--- src/rtl/cmult_sched_if.sv ---
// rtl/cmult_sched_if.sv - request, multiplier and result bus of the shared complex-multiplier scheduler
interface cmult_sched_if #(
    parameter int NREQ   = 4,
    parameter int AWIDTH = 8,
    parameter int BWIDTH = 9
);
    localparam int IDW = $clog2(NREQ);
    localparam int PW  = AWIDTH + BWIDTH + 1;

    logic [NREQ-1:0]        req_valid;
    logic [NREQ-1:0]        req_ready;
    logic [NREQ*AWIDTH-1:0] req_ar;
    logic [NREQ*AWIDTH-1:0] req_ai;
    logic [NREQ*BWIDTH-1:0] req_br;
    logic [NREQ*BWIDTH-1:0] req_bi;
    logic [AWIDTH-1:0]      mul_ar;
    logic [AWIDTH-1:0]      mul_ai;
    logic [BWIDTH-1:0]      mul_br;
    logic [BWIDTH-1:0]      mul_bi;
    logic [PW-1:0]          mul_pr;
    logic [PW-1:0]          mul_pi;
    logic                   res_valid;
    logic                   res_ready;
    logic [IDW-1:0]         res_id;
    logic [PW-1:0]          res_pr;
    logic [PW-1:0]          res_pi;
    logic                   busy;

    modport master (
        output req_valid, req_ar, req_ai, req_br, req_bi, mul_pr, mul_pi, res_ready,
        input  req_ready, mul_ar, mul_ai, mul_br, mul_bi, res_valid, res_id, res_pr, res_pi, busy
    );

    modport slave (
        input  req_valid, req_ar, req_ai, req_br, req_bi, mul_pr, mul_pi, res_ready,
        output req_ready, mul_ar, mul_ai, mul_br, mul_bi, res_valid, res_id, res_pr, res_pi, busy
    );
endinterface

--- src/rtl/cmult_sched.sv ---
// rtl/cmult_sched.sv - round-robin scheduler sharing one pipelined complex multiplier, with credit-guarded result FIFO
module cmult_sched #(
    parameter int NREQ    = 4,
    parameter int AWIDTH  = 8,
    parameter int BWIDTH  = 9,
    parameter int LATENCY = 6,
    parameter int DEPTH   = 8,
    parameter int IDW     = $clog2(NREQ)
) (
    input logic          clk,
    input logic          rst,
    cmult_sched_if.slave bus
);
    localparam int PW = AWIDTH + BWIDTH + 1;
    localparam int CW = $clog2(DEPTH + 1);
    localparam int AW = (DEPTH > 1) ? $clog2(DEPTH) : 1;
    localparam int SW = IDW + 1;

    logic [CW-1:0]     occ;
    logic [IDW-1:0]    ptr;
    logic [IDW-1:0]    gnt_id;
    logic              gnt_ok;
    logic [SW-1:0]     cand;
    logic [AWIDTH-1:0] ar_q, ai_q;
    logic [BWIDTH-1:0] br_q, bi_q;
    logic              tag_v  [0:LATENCY];
    logic [IDW-1:0]    tag_id [0:LATENCY];
    logic [AW-1:0]     wp, rp;
    logic [CW-1:0]     fcnt;
    logic [IDW-1:0]    mem_id [DEPTH];
    logic [PW-1:0]     mem_pr [DEPTH];
    logic [PW-1:0]     mem_pi [DEPTH];
    logic              cap, res_v, pop;

    assign cap   = tag_v[LATENCY];
    assign res_v = (fcnt != '0);
    assign pop   = res_v & bus.res_ready;

    // Credits count in-flight plus stored results, so a grant always has a FIFO slot waiting.
    always_comb begin
        gnt_ok = 1'b0;
        gnt_id = '0;
        cand   = '0;
        if (!rst && occ < CW'(DEPTH)) begin
            for (int k = 0; k < NREQ; k++) begin
                cand = {1'b0, ptr} + SW'(k);
                if (cand >= SW'(NREQ)) cand = cand - SW'(NREQ);
                if (!gnt_ok && bus.req_valid[cand[IDW-1:0]]) begin
                    gnt_ok = 1'b1;
                    gnt_id = cand[IDW-1:0];
                end
            end
        end
    end

    assign bus.req_ready = gnt_ok ? (NREQ'(1) << gnt_id) : '0;

    always_ff @(posedge clk or posedge rst) begin
        if (rst) begin
            occ  <= '0;
            ptr  <= '0;
            ar_q <= '0;
            ai_q <= '0;
            br_q <= '0;
            bi_q <= '0;
            for (int s = 0; s <= LATENCY; s++) begin
                tag_v[s]  <= 1'b0;
                tag_id[s] <= '0;
            end
            wp   <= '0;
            rp   <= '0;
            fcnt <= '0;
        end else begin
            case ({gnt_ok, pop})
                2'b10:   occ <= occ + CW'(1);
                2'b01:   occ <= occ - CW'(1);
                default: ;
            endcase
            if (gnt_ok) begin
                ptr  <= (gnt_id == IDW'(NREQ - 1)) ? '0 : gnt_id + IDW'(1);
                ar_q <= bus.req_ar[gnt_id*AWIDTH +: AWIDTH];
                ai_q <= bus.req_ai[gnt_id*AWIDTH +: AWIDTH];
                br_q <= bus.req_br[gnt_id*BWIDTH +: BWIDTH];
                bi_q <= bus.req_bi[gnt_id*BWIDTH +: BWIDTH];
            end else begin
                ar_q <= '0;
                ai_q <= '0;
                br_q <= '0;
                bi_q <= '0;
            end
            // Stage 0 is the issue tag; stage LATENCY lines up with the multiplier output.
            tag_v[0]  <= gnt_ok;
            tag_id[0] <= gnt_id;
            for (int s = 1; s <= LATENCY; s++) begin
                tag_v[s]  <= tag_v[s-1];
                tag_id[s] <= tag_id[s-1];
            end
            if (cap) wp <= (wp == AW'(DEPTH - 1)) ? '0 : wp + AW'(1);
            if (pop) rp <= (rp == AW'(DEPTH - 1)) ? '0 : rp + AW'(1);
            case ({cap, pop})
                2'b10:   fcnt <= fcnt + CW'(1);
                2'b01:   fcnt <= fcnt - CW'(1);
                default: ;
            endcase
        end
    end

    always_ff @(posedge clk) begin
        if (cap) begin
            mem_id[wp] <= tag_id[LATENCY];
            mem_pr[wp] <= bus.mul_pr;
            mem_pi[wp] <= bus.mul_pi;
        end
    end

    assign bus.mul_ar    = ar_q;
    assign bus.mul_ai    = ai_q;
    assign bus.mul_br    = br_q;
    assign bus.mul_bi    = bi_q;
    assign bus.res_valid = res_v;
    assign bus.res_id    = res_v ? mem_id[rp] : '0;
    assign bus.res_pr    = res_v ? mem_pr[rp] : '0;
    assign bus.res_pi    = res_v ? mem_pi[rp] : '0;
    assign bus.busy      = (occ != '0);
endmodule

--- src/flat_wrapper.sv ---
// flat-port wrapper written by rule: the top's interface ports become plain ports
module cmult_sched_flat 
#(
    parameter int NREQ    = 4,
    parameter int AWIDTH  = 8,
    parameter int BWIDTH  = 9,
    parameter int LATENCY = 6,
    parameter int DEPTH   = 8,
    parameter int IDW     = $clog2(NREQ)
)
  (clk, rst, bus_req_valid, bus_req_ar, bus_req_ai, bus_req_br, bus_req_bi, bus_mul_pr, bus_mul_pi, bus_res_ready, bus_req_ready, bus_mul_ar, bus_mul_ai, bus_mul_br, bus_mul_bi, bus_res_valid, bus_res_id, bus_res_pr, bus_res_pi, bus_busy);
  cmult_sched_if #(.NREQ(NREQ), .AWIDTH(AWIDTH), .BWIDTH(BWIDTH)) bus_i ();
  input logic clk;
  input logic rst;
  input wire logic [$bits(bus_i.req_valid)-1:0] bus_req_valid;
  input wire logic [$bits(bus_i.req_ar)-1:0] bus_req_ar;
  input wire logic [$bits(bus_i.req_ai)-1:0] bus_req_ai;
  input wire logic [$bits(bus_i.req_br)-1:0] bus_req_br;
  input wire logic [$bits(bus_i.req_bi)-1:0] bus_req_bi;
  input wire logic [$bits(bus_i.mul_pr)-1:0] bus_mul_pr;
  input wire logic [$bits(bus_i.mul_pi)-1:0] bus_mul_pi;
  input wire logic [$bits(bus_i.res_ready)-1:0] bus_res_ready;
  output wire logic [$bits(bus_i.req_ready)-1:0] bus_req_ready;
  output wire logic [$bits(bus_i.mul_ar)-1:0] bus_mul_ar;
  output wire logic [$bits(bus_i.mul_ai)-1:0] bus_mul_ai;
  output wire logic [$bits(bus_i.mul_br)-1:0] bus_mul_br;
  output wire logic [$bits(bus_i.mul_bi)-1:0] bus_mul_bi;
  output wire logic [$bits(bus_i.res_valid)-1:0] bus_res_valid;
  output wire logic [$bits(bus_i.res_id)-1:0] bus_res_id;
  output wire logic [$bits(bus_i.res_pr)-1:0] bus_res_pr;
  output wire logic [$bits(bus_i.res_pi)-1:0] bus_res_pi;
  output wire logic [$bits(bus_i.busy)-1:0] bus_busy;
  assign bus_i.req_valid = bus_req_valid;
  assign bus_i.req_ar = bus_req_ar;
  assign bus_i.req_ai = bus_req_ai;
  assign bus_i.req_br = bus_req_br;
  assign bus_i.req_bi = bus_req_bi;
  assign bus_i.mul_pr = bus_mul_pr;
  assign bus_i.mul_pi = bus_mul_pi;
  assign bus_i.res_ready = bus_res_ready;
  assign bus_req_ready = bus_i.req_ready;
  assign bus_mul_ar = bus_i.mul_ar;
  assign bus_mul_ai = bus_i.mul_ai;
  assign bus_mul_br = bus_i.mul_br;
  assign bus_mul_bi = bus_i.mul_bi;
  assign bus_res_valid = bus_i.res_valid;
  assign bus_res_id = bus_i.res_id;
  assign bus_res_pr = bus_i.res_pr;
  assign bus_res_pi = bus_i.res_pi;
  assign bus_busy = bus_i.busy;
  cmult_sched #(.NREQ(NREQ), .AWIDTH(AWIDTH), .BWIDTH(BWIDTH), .LATENCY(LATENCY), .DEPTH(DEPTH), .IDW(IDW)) u_core (.clk(clk), .rst(rst), .bus(bus_i));
endmodule
--- config.mk ---
export PLATFORM = sky130hd
export DESIGN_NAME = cmult_sched_flat
export DESIGN_NICKNAME = d
export VERILOG_FILES = /design/src/rtl/cmult_sched_if.sv /design/src/rtl/cmult_sched.sv /design/src/flat_wrapper.sv
export SDC_FILE = /design/constraint.sdc
export NUM_CORES = 1
export LEC_CHECK = 0
export ABC_AREA = 1
export BUFFER_PORTS_ARGS = -buffer_cell sky130_fd_sc_hd__buf_2
export CORE_MARGIN = 3
export CORE_UTILIZATION = 61
export DETAILED_ROUTE_END_ITERATION = 10
export PLACE_DENSITY_LB_ADDON = 0.1
export REMOVE_ABC_BUFFERS = 1
export SKIP_CTS_REPAIR_TIMING = 1
export SYNTH_ARGS = -nofsm -noshare
export SYNTH_HDL_FRONTEND = slang
export SYNTH_SLANG_ARGS = --single-unit
--- constraint.sdc ---
create_clock -name clk -period 4.25 [get_ports clk]
set_input_delay 0.85 -clock clk [delete_from_list [all_inputs] [get_ports clk]]
set_output_delay 0.85 -clock clk [all_outputs]
set_load 0.02 [all_outputs]
; Word-level counts from Yosys, hierarchy flattened
; Memories as Yosys holds them, arrays and structs flattened.
; Cells that the tools add are included.
[totals]
register_bits = 71
ram_bits = 304
inputBits = 179
word_cells = 119
memories = 3
[op_classes]
add_sub_neg = 14
multipliers = 1
magnitude_cmp = 9
n_eq_ne = 7
shifts = 5
n_mux = 44
bitwise = 1
n_reduce_logical = 12
[memory_table]
columns = name, words, word_bits, rd, rd_clocked_by_memory_dff, wr, line
row1 = u_core.mem_pi, 8, 18, 1, 0, 1, cmult_sched.sv:32  ; logic [PW-1:0] mem_pi [DEPTH];
row2 = u_core.mem_pr, 8, 18, 1, 0, 1, cmult_sched.sv:31  ; logic [PW-1:0] mem_pr [DEPTH];
row3 = u_core.mem_id, 8, 2, 1, 0, 1, cmult_sched.sv:30  ; logic [IDW-1:0] mem_id [DEPTH];
[ops]
columns = cell, count
row1 = 36-bit by 7-bit indexed part select with 9-bit output, 2
row2 = 32-bit by 6-bit indexed part select with 8-bit output, 2
row3 = 18-bit 2-to-1 mux, 2
row4 = 2-bit 2-to-1 mux, 15
row5 = 9-bit 2-to-1 mux, 2
row6 = 8-bit 2-to-1 mux, 2
row7 = 4-bit one-hot mux with 2 select lines, 2
row8 = 1-bit 2-to-1 mux, 14
row9 = 2-bit by 3-bit < comparator with 1-bit output (second input constant), 4
row10 = 3-bit >= comparator (second input constant), 3
row11 = 4-bit by 1-bit adder with 4-bit output (second input constant), 2
row12 = 1-bit binary-select mux with 2-bit select, 4
row13 = 4-bit nonzero test, 2
row14 = 2-bit by 1-bit subtractor with 2-bit output (second input constant), 4
row15 = 4-bit by 1-bit subtractor with 4-bit output (second input constant), 2
row16 = 2-bit by 2-bit adder with 3-bit output (second input constant), 2
row17 = 3-bit by 1-bit adder with 3-bit output (second input constant), 2
row18 = 2-bit == test (second input constant), 3
row19 = 3-bit == test (second input constant), 2
row20 = 2-bit by 4-bit multiplier with 6-bit output (second input constant), 1
row21 = 3-bit 2-to-1 mux, 2
row22 = 2-bit by 1-bit == test with 1-bit output (second input constant), 2
row23 = 1-bit logical AND, 4
row24 = 1-bit zero test, 4
row25 = 8 further kinds, 9

; Depth between registers and ports, before layout
[depth]
depth_word = 22
depth_mapped = 18
ltp_nobuf = 16

; Least setup slack after synthesis
; Ideal clock, no wire load.
[synth_path]
kind = input to output
from = input port bus_req_valid[3]
to = output port bus_req_ready[3]
arrival_ns = 2.398
required_ns = 3.400
path_slack_ns = 1.002
cell_stages = 15
cell_sequence = inv_1 -> nand2_1 -> nand3_1 -> nand2_2 -> nor2_4 -> nand3_2 -> nand2_4 -> inv_4 -> nand2_4 -> buf_6 -> buf_4 -> inv_2 -> ha_1 -> inv_1 -> nor2_1
[synth_between]
elab_chain_cells = 18
[synth_rtl]
columns = element, line
row1 = from (decl), flat_wrapper.sv:15  ; input wire logic [$bits(bus_i.req_valid)-1:0] bus_req_valid;
row2 = 1-bit binary-select mux with 2-bit select, cmult_sched.sv:48  ; if (!gnt_ok && bus.req_valid[cand[IDW-1:0]]) begin
row3 = 1-bit 2-to-1 mux (implied by the code), cmult_sched.sv:48
row4 = 1-bit 2-to-1 mux, cmult_sched.sv:48
row5 = 1-bit 2-to-1 mux, cmult_sched.sv:44  ; if (!rst && occ < CW'(DEPTH)) begin
row6 = 1-bit zero test, cmult_sched.sv:48
row7 = 1-bit logical AND, cmult_sched.sv:48
row8 = 1-bit 2-to-1 mux, cmult_sched.sv:48
row9 = 1-bit 2-to-1 mux, cmult_sched.sv:44
row10 = [... 3 more ...], --
row11 = 1-bit 2-to-1 mux, cmult_sched.sv:44
row12 = 1-bit zero test, cmult_sched.sv:48
row13 = 1-bit logical AND, cmult_sched.sv:48
row14 = 2-bit 2-to-1 mux (*), cmult_sched.sv:48
row15 = 2-bit 2-to-1 mux (*), cmult_sched.sv:44
row16 = named net u_core.gnt_id[0], cmult_sched.sv:21  ; logic [IDW-1:0] gnt_id;
row17 = 1-bit by 2-bit << shifter with 4-bit output (*), cmult_sched.sv:56  ; assign bus.req_ready = gnt_ok ? (NREQ'(1) << gnt_id) : '0;
row18 = 4-bit 2-to-1 mux (*), cmult_sched.sv:56
row19 = to (decl), flat_wrapper.sv:23  ; output wire logic [$bits(bus_i.req_ready)-1:0] bus_req_ready;
; The timed path passes the listed nets; every way through them passes the cells marked *. The select of a mux whose other input is x is not followed.

; Worst setup path in the final report
[layout_path]
from = register u_core.rp[0]
to = output port bus_res_pi[10]
[layout_between]
elab_chain_cells = 2
[layout_rtl]
columns = element, line
row1 = from (decl), cmult_sched.sv:28  ; logic [AW-1:0] wp, rp;
row2 = from (signal assigned), cmult_sched.sv:99  ; if (pop) rp <= (rp == AW'(DEPTH - 1)) ? '0 : rp + AW'(1);
row3 = memory 8 x 18 bit, --
row4 = 18-bit 2-to-1 mux, cmult_sched.sv:123  ; assign bus.res_pi = res_v ? mem_pi[rp] : '0;
row5 = to (decl), flat_wrapper.sv:31  ; output wire logic [$bits(bus_i.res_pi)-1:0] bus_res_pi;
; No other way between the ends.

==> flow_metrics.py <==
metrics = {
    "status": {
        "outcome": "finished, final reports clean",
    },
    "clock_tree": {
        "cts_max_path_buffers": 3,
        "cts_tree": "yes",
        "clk_pin_slew_worst_paths_ns": 0.06,
        "cts_root_buf": "clkbuf_16",
        "htree_num_levels": 2,
        "cts_sinks": 375,
        "insertion_delay_ns": 0.51,
        "cts_buffers": 37,
    },
    "detailed_routing": {
        "drtIter0Drc": 1190,
        "route.detailed.drc": 0,
        "drt-wirelength-per-cell_um": 18.6,
        "vias": 11700,
        "routed_wl_um": 38400,
        "viasPerCell": 5.67,
        "drt_first_pass_iters": 5,
        "ant_nets": 0,
    },
    "finish": {
        "layout-drive-gt1-share_pct": 21.0,
        "fin_util_pct": 73.3,
        "nets": 1898,
        "syn_to_final_growth_pct": 17.2,
        "nFillCells": 1765,
    },
    "power_and_ir_drop": {
        "ir_drop_mv": 0.428,
        "finalPower_mw": 13.2,
        "p_leak_nw": 7.65,
        "p_per_area_nw_per_um2": 708,
    },
    "floorplanning": {
        "ios": 257,
        "die_area_um2": 28000,
        "row_count": 58,
        "die_width_um": 167,
        "dieHeight_um": 167,
        "start_util_pct": 62.6,
        "core_um2": 25400,
    },
    "place": {
        "port_buffers": 256,
        "place.gp.congestion": 0.914,
        "dpl.hpwl_um": 23300,
    },
    "synth": {
        "synth-async-reset-ratio_pct": 18.9,
        "syn_avg_cell_area_um2": 10.8,
        "synthCells": 1473,
        "yosys.area.top_type_share_pct": 57.4,
        "synth_seq_area_share_pct": 68.6,
        "yosys_warnings": 0,
        "synth-seq-cells": 375,
        "synth_edf_count": 304,
        "yosysMostFrequentCell": "nor2_1",
        "synth_commonest_cells": "nor2_1 (354), edfxtp_1 (304), o21ai_0 (200)",
        "synth_cell_type_count": 35,
        "yosys.area.top_type": "edfxtp_1",
        "synthFlopType": "edfxtp_1",
        "yosys-top-cells-area": "edfxtp_1 (57%), dfrtp_1 (11%), nor2_1 (8.4%)",
        "synth_area_um2": 15900,
    },
    "timing": {
        "slew-limit-headroom_pct": 36.0,
        "worstMarginPinSlew_ns": 0.958,
        "min_period_ns": 3.63,
        "grt_setup_unrepaired": "false",
        "setup_viol": 0,
        "hold_viol": 0,
        "fmax_mhz": 276,
        "clock_skew_ns": 0.0163,
        "period_share_pct": 85.4,
        "slew_viol_final": 0,
    },
    "global_routing": {
        "overflow": 0,
        "grt_pass1_wl_um": 60200,
        "grt_max_degree": 113,
        "grt_use_total_pct": 27.1,
        "antenna_found_initial": 4,
        "grt_pass1_vias": 11500,
    },
    "setup_path": {
        "slowest_delay_ns": 0.68,
        "crit_path_cell_trace": "clkinv_2 -> buf_4 -> o21ai_0 -> o22ai_1 -> o21ai_0 -> a31oi_1 -> buf_2",
        "cp_max_fo": 58,
        "cp-end-kind": "output pin",
        "crit_slowest_cell": "dfrtp_4",
        "worstPathArrival_ns": 2.78,
        "crit_type": "reg2out",
        "startpoint_type": "flop",
        "crit_top_cell": "o21ai_0",
        "worstPathRequired_ns": 3.40,
    },
    "hold_path": {
        "hold_class": "reg2reg",
    },
    "job": {
        "drv_cap": 0,
    },
}
cells in the final DEF (no fill, tap or decap), drive strengths merged, types with 2 or more instances in the layout:
master,netlist,layout
ha,14,14
clkinv,1,14
inv,69,68
edfxtp,304,304
xnor2,6,6
o21ai,201,201
clkbuf,60,53
a211oi,2,2
buf,29,281
a31oi,38,38
o22ai,38,38
diode,0,2
nand2,198,198
nand3,78,78
nor2,356,356
dfrtp,71,71
cells by family (layout without fill, tap and decap cells):
kind of cell,count (synthesis),in the layout,share of synthesized area [%]
buf+inv,159,417,4.22
fa+ha+maj,15,15,1.23
xor+xnor,7,7,0.386
flops,375,375,68.6
simple gates,634,634,15.9
other cells,0,2,0
compound gates,283,283,9.64
sequential cells by signal (all words and copies together) (netlist names):
register / count
u_core.fcnt: 4
u_core.occ: 4
u_core.tag_v: 6
u_core.bus.mul_br: 9
u_core.wp: 3
u_core.bus.mul_ar: 8
u_core.cap: 1
u_core.bus.mul_bi: 9
u_core.tag_id: 14
u_core.mem_pi: 144
u_core.rp: 3
u_core.ptr: 2
u_core.bus.mul_ai: 8
u_core.mem_pr: 144
u_core.mem_id: 16
routing by layer:
| metal | routed length (um) | part of all wire [%] | global-route usage [%] |
|---|---|---|---|
| met5 | 27 | 0.070 | 0 |
| met4 | 1110 | 2.9 | 9.61 |
| met3 | 3050 | 7.9 | 5.08 |
| met2 | 19600 | 51 | 47.2 |
| met1 | 14700 | 38 | 34.5 |
final timing paths:
kind                                                        to  cells after the start                        from  slack, ns
worst max-delay path                            bus_res_pi[10]                      7    u_core.rp[0]$_DFFE_PP0P_       0.62
worst min-delay path                u_core.tag_id[7]$_DFF_PP0_                      0  u_core.tag_id[9]$_DFF_PP0_       0.35
worst max register to register      u_core.fcnt[3]$_DFFE_PP0P_                     13  u_core.fcnt[1]$_DFFE_PP0P_       1.09
worst min register to register      u_core.tag_id[7]$_DFF_PP0_                      0  u_core.tag_id[9]$_DFF_PP0_       0.35
max in group asynchronous           u_core.fcnt[1]$_DFFE_PP0P_                      3                         rst       2.90
min in group asynchronous       u_core.bus.mul_ar[3]$_DFF_PP0_                      2                         rst       0.49
critical path, delay by kind of cell, from the launching register on:
family          cells  cell delay, ns
flops               1            0.68
buf+inv             3            0.83
compound gates      4            0.73
final cells by class:
class                      count  area [um2]  area share, %
antenna                        2        5.00         0.0269
clock buffer                  53        1070           5.74
clock inverter                13        88.8          0.477
inverter                      70         273           1.46
multi-input combinational    939        4380           23.5
sequential                   375       10900           58.6
tap                          330         413           2.22
timing repair buffer         281        1490           8.02
per-stage QoR:
| step | instances | hold WS, ns | setup WS, ns | TNS (ns) | instance area [um2] |
|---|---|---|---|---|---|
| 4_1_cts | 2061 | 0.348 | 0.617 | 0 | 18600 |
| 5_1_grt | 2063 | 0.357 | 0.474 | 0 | 18600 |
| 3_3_place_gp | 1995 | 0.333 | 0.967 | 0 | 17500 |
| 2_1_floorplan | 1384 | 0.331 | -2.88 | -111.23 | 15500 |
| 6_report | 2063 | 0.347 | 0.623 | 0 | 18600 |
| 3_5_place_dp | 1995 | 0.335 | 0.930 | 0 | 17500 |
power by group:
group / leakage [nW] / total, mW / internal (mW) / switching, mW
logic: 3.40 / 5.23 / 1.59 / 3.64
clock network: 0.573 / 3.10 / 1.81 / 1.29
registers: 3.68 / 4.87 / 4.59 / 0.282
total: 7.65 / 13.2 / 7.98 / 5.21
Power figures use the tool's default switching activity.
